## src/rtl/imem_loader_pkg.sv

```systemverilog
`default_nettype none
// ============================================================================
// Module      : imem_loader_pkg
// Description : Shared types and constants for the boot-time instruction
//               memory loader and its UART receiver.
// Revision    : 1.0 - initial release
// ============================================================================
package imem_loader_pkg;

  // 100 MHz system clock / 115200 baud. A future UART TX block reuses it.
  localparam int c_CLKS_PER_BIT = 868;

  // Loader control states.
  typedef enum logic [1:0] {
    S_LEN  = 2'd0,
    S_DATA = 2'd1,
    S_DONE = 2'd2,
    S_ERR  = 2'd3
  } load_state_t;

  // UART receiver states.
  typedef enum logic [1:0] {
    RX_IDLE  = 2'd0,
    RX_START = 2'd1,
    RX_DATA  = 2'd2,
    RX_STOP  = 2'd3
  } rx_state_t;

endpackage
`default_nettype wire

```

## src/rtl/imem_loader_uart_rx.sv

```systemverilog
`default_nettype none
// ============================================================================
// Module      : uart_rx
// Description : 8N1 UART receiver. Expects an already synchronized rxd.
//               Emits a one-cycle byte_valid per good frame and a one-cycle
//               frame_err when the stop bit samples low.
// Revision    : 1.0 - initial release
// ============================================================================
module uart_rx
  import imem_loader_pkg::*;
#(
  parameter int CLKS_PER_BIT = c_CLKS_PER_BIT
) (
  input  logic       clk,
  input  logic       rstn,
  input  logic       rxd,
  output logic       byte_valid,
  output logic [7:0] byte_data,
  output logic       frame_err
);

  localparam int                c_CNT_W = $clog2(CLKS_PER_BIT);
  localparam logic [c_CNT_W-1:0] c_FULL = c_CNT_W'(CLKS_PER_BIT - 1);
  localparam logic [c_CNT_W-1:0] c_HALF = c_CNT_W'(CLKS_PER_BIT / 2 - 1);

  rx_state_t          r_state;
  rx_state_t          w_next;
  logic               w_tick;
  logic [c_CNT_W-1:0] r_cnt;
  logic [2:0]         r_bit_idx;
  logic [7:0]         r_shift;
  logic               r_prev;
  logic               r_valid;
  logic               r_ferr;

  // State register.
  always_ff @(posedge clk) begin
    if (!rstn) r_state <= RX_IDLE;
    else       r_state <= w_next;
  end

  // Next state; w_tick marks the sampling point inside the current bit.
  always_comb begin
    w_next = r_state;
    w_tick = 1'b0;
    case (r_state)
      RX_IDLE: begin
        if (r_prev && !rxd) w_next = RX_START;
      end
      RX_START: begin
        w_tick = (r_cnt == c_HALF);
        // A start bit that is high again at mid-bit was a glitch.
        if (w_tick) w_next = rxd ? RX_IDLE : RX_DATA;
      end
      RX_DATA: begin
        w_tick = (r_cnt == c_FULL);
        if (w_tick && (r_bit_idx == 3'd7)) w_next = RX_STOP;
      end
      RX_STOP: begin
        w_tick = (r_cnt == c_FULL);
        if (w_tick) w_next = RX_IDLE;
      end
      default: w_next = RX_IDLE;
    endcase
  end

  // Bit timer, LSB-first shift register and result strobes.
  always_ff @(posedge clk) begin
    if (!rstn) begin
      r_cnt     <= '0;
      r_bit_idx <= '0;
      r_shift   <= '0;
      r_prev    <= 1'b1;
      r_valid   <= 1'b0;
      r_ferr    <= 1'b0;
    end else begin
      r_prev  <= rxd;
      r_valid <= 1'b0;
      r_ferr  <= 1'b0;
      if ((r_state == RX_IDLE) || w_tick) r_cnt <= '0;
      else                                r_cnt <= r_cnt + 1'b1;
      if (r_state == RX_START) r_bit_idx <= '0;
      if ((r_state == RX_DATA) && w_tick) begin
        r_shift   <= {rxd, r_shift[7:1]};
        r_bit_idx <= r_bit_idx + 3'd1;
      end
      if ((r_state == RX_STOP) && w_tick) begin
        r_valid <= rxd;
        r_ferr  <= !rxd;
      end
    end
  end

  assign byte_valid = r_valid;
  assign byte_data  = r_shift;
  assign frame_err  = r_ferr;

endmodule
`default_nettype wire

```

## src/rtl/imem_loader.sv

```systemverilog
`default_nettype none
// ============================================================================
// Module      : imem_loader
// Description : Boot loader. Receives a length-prefixed big-endian program
//               image over UART, writes it to instruction memory and then
//               releases the core from reset.
// Revision    : 1.0 - initial release
// ============================================================================
module imem_loader
  import imem_loader_pkg::*;
#(
  parameter int CLKS_PER_BIT = c_CLKS_PER_BIT,
  parameter int ADDR_W       = 10,
  parameter int DEPTH        = 1024
) (
  input  logic              clk,
  input  logic              rstn,
  input  logic              rxd,
  output logic              imem_we,
  output logic [ADDR_W-1:0] imem_addr,
  output logic [31:0]       imem_wdata,
  output logic              core_rstn,
  output logic              load_done,
  output logic              err
);

  logic              r_rxd_meta;
  logic              r_rxd_sync;
  logic              w_byte_valid;
  logic [7:0]        w_byte_data;
  logic              w_frame_err;

  load_state_t       r_state;
  load_state_t       w_next;
  logic              w_accept;
  logic              w_word_done;
  logic              w_write;
  logic [31:0]       w_word;
  logic [1:0]        r_byte_cnt;
  logic [23:0]       r_word;
  logic [ADDR_W-1:0] r_idx;
  logic [ADDR_W-1:0] r_last_idx;
  logic              r_we;
  logic [ADDR_W-1:0] r_addr;
  logic [31:0]       r_wdata;
  logic              r_load_done;
  logic              r_core_rstn;
  logic              r_err;

  // Two-flop synchronizer for the asynchronous RX pin (idles high).
  always_ff @(posedge clk) begin
    if (!rstn) begin
      r_rxd_meta <= 1'b1;
      r_rxd_sync <= 1'b1;
    end else begin
      r_rxd_meta <= rxd;
      r_rxd_sync <= r_rxd_meta;
    end
  end

  uart_rx #(
    .CLKS_PER_BIT (CLKS_PER_BIT)
  ) u_uart_rx (
    .clk        (clk),
    .rstn       (rstn),
    .rxd        (r_rxd_sync),
    .byte_valid (w_byte_valid),
    .byte_data  (w_byte_data),
    .frame_err  (w_frame_err)
  );

  // Bytes only matter while the length or the image is being collected.
  assign w_accept    = w_byte_valid && ((r_state == S_LEN) || (r_state == S_DATA));
  assign w_word      = {r_word, w_byte_data};
  assign w_word_done = w_accept && (r_byte_cnt == 2'd3);

  // State register.
  always_ff @(posedge clk) begin
    if (!rstn) r_state <= S_LEN;
    else       r_state <= w_next;
  end

  // Next state and write request.
  always_comb begin
    w_next  = r_state;
    w_write = 1'b0;
    case (r_state)
      S_LEN: begin
        if (w_frame_err) begin
          w_next = S_ERR;
        end else if (w_word_done) begin
          if (w_word == 32'd0)               w_next = S_DONE;
          else if (w_word > 32'(DEPTH))      w_next = S_ERR;
          else                               w_next = S_DATA;
        end
      end
      S_DATA: begin
        w_write = w_word_done;
        if (w_frame_err) begin
          w_next = S_ERR;
        end else if (r_we && (r_addr == r_last_idx)) begin
          // Final word is on the write port this cycle.
          w_next = S_DONE;
        end
      end
      S_DONE:  w_next = S_DONE;
      S_ERR:   w_next = S_ERR;
      default: w_next = S_ERR;
    endcase
  end

  // Word assembly, write port registers and status flags.
  always_ff @(posedge clk) begin
    if (!rstn) begin
      r_byte_cnt  <= '0;
      r_word      <= '0;
      r_idx       <= '0;
      r_last_idx  <= '0;
      r_we        <= 1'b0;
      r_addr      <= '0;
      r_wdata     <= '0;
      r_load_done <= 1'b0;
      r_core_rstn <= 1'b0;
      r_err       <= 1'b0;
    end else begin
      r_we <= w_write;
      if (w_accept) begin
        r_word     <= w_word[23:0];
        r_byte_cnt <= r_byte_cnt + 2'd1;
      end
      if ((r_state == S_LEN) && w_word_done) begin
        r_idx      <= '0;
        r_last_idx <= ADDR_W'(w_word - 32'd1);
      end
      if (w_write) begin
        r_addr  <= r_idx;
        r_wdata <= w_word;
        r_idx   <= r_idx + 1'b1;
      end
      if (w_next == S_DONE) r_load_done <= 1'b1;
      // Core leaves reset the cycle after load_done is seen.
      r_core_rstn <= r_load_done;
      if (w_next == S_ERR) r_err <= 1'b1;
    end
  end

  assign imem_we    = r_we;
  assign imem_addr  = r_addr;
  assign imem_wdata = r_wdata;
  assign load_done  = r_load_done;
  assign core_rstn  = r_core_rstn;
  assign err        = r_err;

endmodule
`default_nettype wire

```

## config.mk

```make
export PLATFORM = sky130hd
export DESIGN_NAME = imem_loader
export DESIGN_NICKNAME = d
export VERILOG_FILES = /design/src/rtl/imem_loader_pkg.sv /design/src/rtl/imem_loader_uart_rx.sv /design/src/rtl/imem_loader.sv
export SDC_FILE = /design/constraint.sdc
export NUM_CORES = 1
export LEC_CHECK = 0
export CAP_MARGIN = 20
export CORE_ASPECT_RATIO = 1.75
export CORE_MARGIN = 8
export CORE_UTILIZATION = 30
export DETAILED_ROUTE_END_ITERATION = 10
export MAX_ROUTING_LAYER = met4
export PLACE_DENSITY = 0.49
export SYNTH_ARGS = -nofsm -noshare
export SYNTH_HDL_FRONTEND = slang
export SYNTH_HIERARCHICAL = 1
export SYNTH_SLANG_ARGS = --single-unit
```

## constraint.sdc

```tcl
create_clock -name clk -period 1.7 [get_ports clk]
set_input_delay 0.51 -clock clk [delete_from_list [all_inputs] [get_ports clk]]
set_output_delay 0.51 -clock clk [all_outputs]
set_load 0.02 [all_outputs]
```

* After elaboration in Yosys (flattened, before gate mapping)
Index checks and enable logic that the tools add are counted.
Widths: inputs -> output; s select.
** Cells by class
- Add/sub/neg operators :: 5
- Magnitude comparators :: 1
- Eq/ne operators :: 17
- Muxes and demuxes :: 19
- Bitwise operators :: 1
- Reduce and logical (&&, ||, !) cells :: 20
** Operator list (number)
- $gt 32x11->1 const B :: 1
- $logic_not 32->1 :: 1
- $mux 2 :: 11
- $add 10x1->10 const B :: 2
- $mux 10 :: 2
- $pmux 2 s4 :: 2
- $eq 2x2->1 const B :: 7
- $eq 10x10->1 :: 1
- $eq 10x10->1 const B :: 1
- $eq 10x9->1 const B :: 1
- $sub 10x1->10 const B :: 1
- $logic_and 1x1->1 :: 8
- $ne 2x1->1 const B :: 4
- $mux 3 :: 2
- $eq 2x1->1 const B :: 2
- $logic_not 2->1 :: 2
- $reduce_and 4->1 :: 1
- $reduce_bool 2->1 :: 2
- $reduce_or 2->1 :: 2
- $add 3x1->3 const B :: 1
- $eq 3x3->1 const B :: 1
- $add 2x1->2 const B :: 1
- $logic_or 1x1->1 :: 2
- $pmux 1 s2 :: 1
- 4 further kinds :: 4
** Storage, ports and cells
- Register bits :: 122
- Input bits :: 3
- Output and inout bits :: 46
- Logic and storage cells :: 83

* Logic depth before layout (Yosys ltp)
- Depth in word-level cells :: 8
- Depth in mapped cells :: 7
- Gate-level depth less buffers :: 7

* By module
Netlist, hierarchy kept.
** Modules (own cells, without submodules)
- imem_loader :: instances 1, cells each 471, area each 3842.4 µm², seq. area each 1921.8 µm²
- uart_rx :: instances 1, cells each 123, area each 1197.4 µm², seq. area each 520.5 µm²

* Least setup slack after synthesis
No wires, ideal clock.
- Path kind :: reg-to-reg
- Start point :: register u_uart_rx.r_shift[4], in the netlist u_uart_rx/byte_data[4]
- End point :: register r_load_done, in the netlist load_done
- Setup time :: 0.139 ns
- Arrival time :: 1.485 ns
- Data required time :: 1.561 ns
- Slack :: 0.076 ns
- Stages on the path, launching flop included :: 7
- Buffers on the path :: 1
- Period minus slack after synthesis :: 1.624 ns
- Cells stage by stage :: dfxtp_1 -> buf_6 -> nor4_4 -> nand4b_2 -> xnor2_1 -> a2111oi_0 -> a211oi_1
** On the way
- Cells in the longest elaborated chain, start to end :: 7
- Elaborated cells on any way between the ends :: 8
- Classes of those cells :: order compare (1); eq/ne (1); mux (5); reduce/logical (1)
** RTL lines
- start: declaration :: line imem_loader_uart_rx.sv:31 : logic [7:0] r_shift;
- start signal: assignment :: line imem_loader_uart_rx.sv:84 : r_shift <= {rxd, r_shift[7:1]};
- $gt 32x11->1 :: line imem_loader.sv:93 : else if (w_word > 32'(DEPTH)) w_next = S_ERR;
- $mux 2 :: line imem_loader.sv:93
- $mux 2 (*) :: line imem_loader.sv:92 : if (w_word == 32'd0) w_next = S_DONE;
- $mux 2 (*) :: line imem_loader.sv:91 : end else if (w_word_done) begin
- $mux 2 (*) :: line imem_loader.sv:89 : if (w_frame_err) begin
- $pmux 2 s4 (*) :: line imem_loader.sv:87 : case (r_state)
- $eq 2x2->1 (*) :: line imem_loader.sv:140 : if (w_next == S_DONE) r_load_done <= 1'b1;
- end signal: assignment :: line imem_loader.sv:122 : r_load_done <= 1'b0;
- end signal: assignment :: line imem_loader.sv:140
- end: declaration :: line imem_loader.sv:46 : logic r_load_done;
Mark *: on every way between the ends. The rest lies on a longest branch, timed or not.
A chain may end at the register's enable or synchronous reset.

* Final worst setup path
- Start point :: register r_addr[6], in the netlist imem_addr[6]
- End point :: output imem_addr[6]
** RTL lines
- start: declaration :: line imem_loader.sv:44 : logic [ADDR_W-1:0] r_addr;
- start signal: assignment :: line imem_loader.sv:136 : r_addr <= r_idx;
- end: declaration :: line imem_loader.sv:20 : output logic [ADDR_W-1:0] imem_addr,
No word-level cell between the ends.

==> metrics <==
status=complete, no violations; Synth area leader=dfxtp_1; clk buf depth=2; Placement Cell Area=0.00617 mm²; Post-Synth Adder-Cell Area=0.0199; post-synthesis mux area share=0.0238; Worst Min Path Start=r_rxd_meta; fin nets=700; Synth Flop Type=dfxtp_1; total core area=0.0164 mm²; DPL Wire Length=10.4 mm; Routed Antenna Nets=0; Seq pwr share=0.444; n_diodes=0; TritonCTS clock tree=built; kind of critical path=register to output port; die height=187 µm; drt pass-1 iters=4; Sum Neg Setup Slack=0 ns; worst path cell trace=clkdlybuf4s15_1; Crit Reg-Reg Startpoint=u_uart_rx/byte_data[4]; clock power share=0.541; Lkg Pwr=2.68 nW; vias per std cell=4.80; fillers=1710; launch point of the worst path=imem_addr[6]; gpl congestion=0.807; Gate Count Post-Synth=594; worst path bufs/invs=1; Net Sw Frac=0.218; overall power=6.47 mW; number of global-route vias before repair=4463; syn nets=605; width of the die=114 µm; library cells used by synthesis=58; clock-pin slew on the worst setup and hold paths=0.06 ns; Hold Path Class=register to register; PwrDens=950 mW/mm²; post-synthesis to final-layout area growth=35.1%; Crit path largest cell delay=0.41 ns; Avg Cell Area, Syn=8.48 µm²; unrepaired setup endpoints after global routing=true; critical path endpoint category=output port; Num Clock Sinks=122; CP Launch Type=register; Post-Syn Area=0.00504 mm²; Worst path slowest cell=dfxtp_1; xor and xnor fraction of the mapped netlist area=0.0400; I/O pins=49; Hold Vio Cnt, Final=0; Remaining DRCs=0; cell row count=62; vias=4449; Max-slew headroom=0.704; initial antenna violation count=0; synth top area cells=dfxtp_1 48%, nand2_1 12%, a21oi_1 7.8%, xnor2_1 3.3%, mux2i_1 2.4%; largest net degree at the start of global routing=40; fmax=0.599 GHz; Synth Warn #=6; gr ovfl total=0; Setup-failing EPs final=0; delay-heaviest family, CP=flip-flops; most frequent cells after synthesis=160 x nand2_1, 122 x dfxtp_1, 79 x a21oi_1, 23 x clkbuf_1, 20 x nor2_1; WL per Instance=15.0 µm; Synth Area in Simple Gates=0.241; first-pass GRT wire length=22.8 mm; Final Max Tran Viols=0; worst endpoint required time=1.19 ns; CP arrival=1.16 ns; largest family of logic cells by synthesized area=simple AND/OR/NAND/NOR gates; Root Driver=clkbuf_16; Synth top area share=0.485; Post-Route WL=13.9 mm; NetSw=1.41 mW; sequential cell area fraction in the yosys report=0.485; asr flop ratio synth=0; Post-synth EDFFs=0; Synth Area in Compound Gates=0.157; MaxCap Viol Count=0; Initial Utilization=0.306; violation count after the first detailed-route iteration=163; count leader, synth=nand2_1; Die ar.=0.0214 mm²; actual slew at the worst max-slew pin=0.440 ns; CTS Buf Count=17; share of post-route cells with drive strength above 1=0.187; period utilization=0.982; Max rail drop VDD=656 µV; maximum net fanout on the critical path=3; FF+latch count, synth=122; Final Cell Area=0.00681 mm²; worst hold margin=0.407 ns; min Tclk post-route=1.67 ns; port bufs=48; Skew-Pair Late Insertion Delay=0.41 ns; logic gate share of total power=0.015; Setup Skew=0.00835 ns; Internal=5.06 mW; H-tree depth=4; GR Util All Layers=0.139
==> kinds of logic (layout without fill, tap and decap cells) <==
kind of cell	after synthesis	in the layout
AOI/OAI and AO/OA	129	129
xor gates and xnor gates	23	23
adders and majority gates	8	8
buffers and inverters	42	150
DFF	122	122
muxes	12	12
and+or+nand+nor	258	258
==> routing by layer <==
| metal | up-vias | global-route usage | wire (µm) | share of wire |
|---|---|---|---|---|
| met5 | - | - | 0 | 0 |
| li1 | 2240 | - | - | - |
| met1 | 2108 | 0.128 | 5320 | 0.38 |
| met4 | 0 | 0.0752 | 550 | 0.040 |
| met3 | 27 | 0.0327 | 399 | 0.029 |
| met2 | 74 | 0.256 | 7630 | 0.55 |
==> area by class of cell <==
cell class              count  area [µm²]  share of cell area
well taps                 224         280              0.0412
flip-flops and latches    122        2450               0.360
inverters                   9        33.8             0.00496
clock inverters            15         153              0.0224
clock buffers              17         425              0.0625
repair buffers            109         956               0.140
multi-input cells         430        2510               0.369
==> power groups by stage <==
stage                     clock [mW]  sequential [mW]  combinational (mW)
after floorplan                    0             2.93              0.0475
after global placement             0             2.93              0.0970
after detailed placement           0             2.93              0.0995
after CTS                       3.58             2.87               0.101
after global routing            3.71             2.87               0.108
final                           3.50             2.87               0.100
==> sequential cells by signal, summed over array words and instances, names as in the netlist, 2 cells and up, named ones only <==
name                 count
imem_wdata              32
r_word                  24
imem_addr               10
r_idx                   10
r_last_idx              10
u_uart_rx/r_cnt         10
u_uart_rx/byte_data      8
u_uart_rx/r_bit_idx      3
r_byte_cnt               2
r_state                  2
==> worst register-to-register path, stage by stage (launching register included) <==
cell and delay, ns:
dfxtp_2 0.33, nor4_4 0.36, nand4b_4 0.19, nor4b_4 0.31, o41ai_2 0.12, o221a_1 0.25
==> placed cells by master, fill, tap and decap left out, drive strengths merged, types with 2 or more instances in the layout <==
master	synthesis	final
o221a	2	2
nand4b	2	2
clkinv	0	7
a211oi	9	9
buf	10	61
xnor2	19	19
a21o	3	3
ha	8	8
inv	9	10
dlygate4sd2	0	33
dfxtp	122	122
o21ai	11	11
clkdlybuf4s50	0	2
mux2i	12	12
clkdlybuf4s15	0	9
and4	3	3
and2	2	2
o21a	2	2
nor3b	3	3
nor2	21	21
clkinvlp	0	5
a21oi	79	79
clkbuf	23	21
nand3	14	14
bufinv	0	2
or4	3	3
or3	5	5
nor3	5	5
nand2b	6	6
xor2	4	4
nand3b	2	2
o41ai	4	4
nand4	12	12
nor4	7	7
a22oi	5	5
nor2b	6	6
o31ai	5	5
nand2	160	160
==> metrics by stage <==
step                 util  std cells  setup WS [ns]
floorplan               -        594         0.0758
global placement    0.375        890         -0.114
detailed placement  0.375        890         -0.145
CTS                 0.411        924        -0.0514
global route        0.414        926        -0.0720
finish              0.414        926         0.0299
==> path summary, 6_finish.rpt <==
check	end	slack, ns	cells after the start
worst min register to register	r_rxd_sync	0.41	1
worst max register to register	err	0.04	5
worst min-delay path	r_rxd_sync	0.41	1
worst max-delay path	imem_addr[6]	0.03	1
==> repair_timing <==
item                       4_1_cts  5_1_grt
hold buffers                     0        0
setup endpoints to repair       58       28
pin swaps                        7        7
resized for setup               64       23
buffers inserted                 2        2
Note: power is estimated with default switching activity, not from simulation.
